## config.mk

```make
export PLATFORM = sky130hd
export DESIGN_NAME = diff_recon_serial
export DESIGN_NICKNAME = d
export VERILOG_FILES = /design/src/rtl/diff_recon_serial.sv
export SDC_FILE = /design/constraint.sdc
export NUM_CORES = 1
export LEC_CHECK = 0
export ABC_CLOCK_PERIOD_IN_PS = 1700
export CORE_UTILIZATION = 42
export CTS_CLUSTER_SIZE = 12
export DETAILED_ROUTE_END_ITERATION = 10
export PLACE_DENSITY = 0.7
export SLEW_MARGIN = 20
export SYNTH_ARGS = -nofsm -noshare
export SYNTH_HDL_FRONTEND = slang
export SYNTH_SLANG_ARGS = --single-unit
```

## constraint.sdc

```tcl
create_clock -name clk -period 1.7 [get_ports clk]
set_clock_uncertainty 0.1 [all_clocks]
set_input_delay 0.34 -clock clk [delete_from_list [all_inputs] [get_ports clk]]
set_output_delay 0.34 -clock clk [all_outputs]
set_load 0.01 [all_outputs]
```

## src/rtl/diff_recon_serial.sv

```systemverilog
// Bit-serial operand reconstructor: sum = (diff + sub) mod 2^WIDTH, LSB-first, one bit per clock.
// Optional carry-out port enabled by defining DIFF_RECON_OVF_EN.
module diff_recon_serial #(
    parameter int WIDTH = 16
) (
    input  logic             clk,
    input  logic             rst,
    input  logic             in_valid,
    output logic             in_ready,
    input  logic [WIDTH-1:0] diff,
    input  logic [WIDTH-1:0] sub,
    output logic             out_valid,
    input  logic             out_ready,
    output logic [WIDTH-1:0] sum
`ifdef DIFF_RECON_OVF_EN
    ,
    output logic             ovf
`endif
);

    localparam int CW = $clog2(WIDTH);

    typedef enum logic [1:0] {IDLE, RUN, DONE} state_t;

    state_t           st;
    logic [WIDTH-1:0] d_q, s_q, r_q;
    logic             c_q;
    logic [CW-1:0]    cnt;
    logic             bit_s, carry_n;

    // Full-adder slice on the current LSBs
    assign bit_s   = d_q[0] ^ s_q[0] ^ c_q;
    assign carry_n = (d_q[0] & s_q[0]) | (d_q[0] & c_q) | (s_q[0] & c_q);

    assign in_ready = (st == IDLE);
    assign sum      = r_q;

    always_ff @(posedge clk or posedge rst) begin
        if (rst) begin
            st        <= IDLE;
            d_q       <= '0;
            s_q       <= '0;
            r_q       <= '0;
            c_q       <= 1'b0;
            cnt       <= '0;
            out_valid <= 1'b0;
`ifdef DIFF_RECON_OVF_EN
            ovf       <= 1'b0;
`endif
        end else begin
            case (st)
                IDLE: begin
                    if (in_valid) begin
                        d_q <= diff;
                        s_q <= sub;
                        c_q <= 1'b0;
                        cnt <= '0;
                        st  <= RUN;
                    end
                end
                RUN: begin
                    d_q <= {1'b0, d_q[WIDTH-1:1]};
                    s_q <= {1'b0, s_q[WIDTH-1:1]};
                    r_q <= {bit_s, r_q[WIDTH-1:1]};
                    c_q <= carry_n;
                    cnt <= cnt + 1'b1;
                    // Last bit is processed on the same edge that enters DONE
                    if (cnt == CW'(WIDTH - 1)) begin
                        st        <= DONE;
                        out_valid <= 1'b1;
`ifdef DIFF_RECON_OVF_EN
                        ovf       <= carry_n;
`endif
                    end
                end
                DONE: begin
                    if (out_ready) begin
                        st        <= IDLE;
                        out_valid <= 1'b0;
                    end
                end
                default: st <= IDLE;
            endcase
        end
    end

endmodule
```

==> impl_metrics.json <==
{
  "coreArea_sq_um": 5960,
  "powerDensity_nw_per_um2": 1520,
  "cts_buffers": 5,
  "fmax_ghz": 0.612,
  "cts_hold_buf": 0,
  "crit_start": "st[0]$_DFFE_PP0P_",
  "rsz0062_at_grt": "no",
  "finalHoldViolations": 0,
  "place_congestion": 0.724,
  "crit_fanout": 2,
  "timing.rr.start": "st[1]$_DFFE_PP0P_",
  "r2r_setup_slack_ps": 120,
  "netlist_area_sq_um": 2610,
  "grt_use_total_pct": 18.9,
  "place_ws_ps": -58.7,
  "worstPathArrival_ps": 1200,
  "ys_ff_latch": 56,
  "wl_um": 5380,
  "netlist_instances": 274,
  "diodes": 0,
  "io_pins": 54,
  "timing.rr.end": "d_q[5]$_DFFE_PP0P_",
  "grt_max_degree": 66,
  "vias_per_cell": 5.13,
  "slew_viol_final": 0,
  "grt_pass1_vias": 2105,
  "yosysWarnings": 0,
  "hp-class": "in2async",
  "postCtsSetupRepairBufs": 0,
  "die_area_sq_um": 6520,
  "finalSetupViolCount": 0,
  "area.growth.synth_to_final_pct": 28.8,
  "clk_pin_slew_ps": 100,
  "yosysUniqueCellTypes": 26,
  "grt_pass1_wl_um": 9450,
  "ir_worst_vdd_mv": 0.700,
  "cts_root_buf": "clkbuf_8",
  "timing.max_cap.violations": 0,
  "hpwl_um": 3620,
  "finalWorstSetupSlack_ps": 64.9,
  "start_kind": "register",
  "cts_sinks": 56,
  "fp.dieH_um": 80.8,
  "maxSlewHeadroom_pct": 72.4,
  "ys_seq_area_share_pct": 53.8,
  "leakage_uw": 0.00181,
  "overflow": 0,
  "rr_worst_depth": 6,
  "cts_resized": 3,
  "cp.required_ps": 1260,
  "drive_gt1_share_pct": 8.84,
  "detail-route-antenna-nets": 0,
  "clock_latency_ps": 310,
  "antenna_found_initial": 0,
  "crit_chain": "nor2_2 > dlygate4sd2_1",
  "dieWidth_um": 80.8,
  "min_period_over_period_pct": 96.2,
  "cts_tree": "built",
  "io_buffers": 53,
  "fin_crit_ps": 1640,
  "row_count": 28,
  "drcViolationCount": 0,
  "avgSynthCellArea_sq_um": 9.51,
  "tightest_slew_ps": 413,
  "status": "completed",
  "synth_nets": 312,
  "dr.pass1.iters": 4,
  "h-tree-depth": 2,
  "final_cell_area_sq_um": 3360,
  "vias": 2069,
  "placed_area_sq_um": 3220,
  "p_total_uw": 5120,
  "critPathMaxStageDelay_ps": 420,
  "max-clock-path-buffers": 2,
  "crit_path_end_kind": "primary output",
  "crit_type": "reg2out",
  "wl_per_cell_um": 13.4,
  "start_util_pct": 43.8,
  "nets": 365,
  "cp_slowest_cell": "dfrtp_2",
  "utilization_pct": 56.4,
  "initialDrtViolationCount": 93
}
==> metal layers <==
layer  GRT usage (%)  wire, um  vias up
met4            5.54        59        0
li1                -         -     1025
met3            4.38       234        7
met5               0         0        -
met2            32.9      2590       56
met1            23.4      2490      981
==> worst max-delay path: cells and delay by family (launching register included) <==
family	cells	cell delay, ps
flops	1	420
simple gates	1	160
buf+inv	1	300
==> stage by stage <==
stage | TNS (ps) | hold WS, ps | cells
final | 0 | 264 | 403
after global routing | 0 | 276 | 403
after CTS | 0 | 266 | 403
after detailed placement | -1000 | 369 | 395
after global placement | -14.1 | 359 | 395
after floorplan | 0 | 320 | 274
==> flip-flops by register name (all words and copies together) (netlist names) <==
name       cells
st             2
d_q           16
sum           16
out_valid      1
c_q            1
cnt            4
s_q           16
==> placed cells by master (no fill, tap or decap) <==
cell             synthesis  routed
nand2_1                 78      78
dfrtp_1                 56      55
clkdlybuf4s50_1          0      35
and3b_1                 26      26
a21oi_1                 26      26
o21ai_1                 22      22
dlymetal6s2s_1           0      16
o21ai_0                 13      13
buf_4                    6      12
clkbuf_8                 0       6
a22oi_1                  5       5
nor2_1                   5       4
inv_1                    5       4
a32o_1                   2       2
mux2_2                   2       2
a22o_1                   2       2
clkinv_2                 0       2
dlygate4sd2_1            0       2
buf_12                   0       2
nand2b_1                 1       1
o21bai_2                 0       1
nor2_2                   0       1
and4_1                   1       1
and2b_1                  1       1
nor2b_1                  1       1
clkinvlp_4               0       1
nand3_1                  1       1
and2_1                   1       1
o31ai_1                  1       1
fa_1                     1       1
ha_1                     1       1
buf_6                    6       1
dfrtp_2                  0       1
==> where the power goes <==
group	switching [uW]	internal, uW
clock	436	327
combinational	1140	1040
sequential	317	1850
==> how the worst max path moves through the flow <==
| stage | endpoint | slack [ps] | depth (start not counted) |
|---|---|---|---|
| 5_1_grt | d_q[8]$_DFFE_PP0P_ | 10 | 4 |
| 3_3_place_gp | s_q[14]$_DFFE_PP0P_ | -10 | 5 |
| 3_5_place_dp | s_q[8]$_DFFE_PP0P_ | -60 | 5 |
| 6_report | in_ready | 60 | 2 |
| 2_1_floorplan | in_ready | 410 | 3 |
| 4_1_cts | sum[2] | 5 | 1 |
==> layout make-up <==
| type | instances | area (sq um) |
|---|---|---|
| clock inverter | 2 | 10.0 |
| fill | 538 | 2600 |
| inverter | 5 | 22.5 |
| clock buffer | 6 | 82.6 |
| multi-input combinational | 191 | 1040 |
| sequential | 56 | 1400 |
| timing repair buffer | 68 | 709 |
| tap | 75 | 93.8 |
==> synth_stat cells <==
cell type,instances,area [sq um]
ha_1,1,12.5
o31ai_1,1,7.51
nand3_1,1,5.00
a21oi_1,26,130
o21bai_1,1,7.51
nor2_1,5,18.8
nand2b_1,1,6.26
clkbuf_1,5,18.8
o21ai_0,13,65.1
o21ai_1,22,110
and4_1,1,8.76
a22o_1,2,17.5
and2b_1,1,7.51
and3b_1,26,228
buf_4,6,45.0
inv_1,5,18.8
fa_1,1,20.0
buf_6,6,67.6
mux2_2,2,22.5
dfrtp_1,56,1400
a22oi_1,5,37.5
nor2b_1,1,6.26
a32o_1,2,20.0
and2_1,1,6.26
buf_2,5,25.0
nand2_1,78,293
==> logic make-up (layout without fill, tap and decap cells) <==
| family | after synthesis | count (layout) | share of synthesized area [%] |
|---|---|---|---|
| adder cells (fa/ha/maj) | 2 | 2 | 1.25 |
| AO/OA/AOI/OAI | 72 | 72 | 15.2 |
| flip-flops | 56 | 56 | 53.8 |
| buffers and inverters | 27 | 81 | 6.72 |
| multiplexers | 2 | 2 | 0.864 |
| AND/OR/NAND/NOR | 115 | 115 | 22.2 |
(Power assumes the default switching activity.)
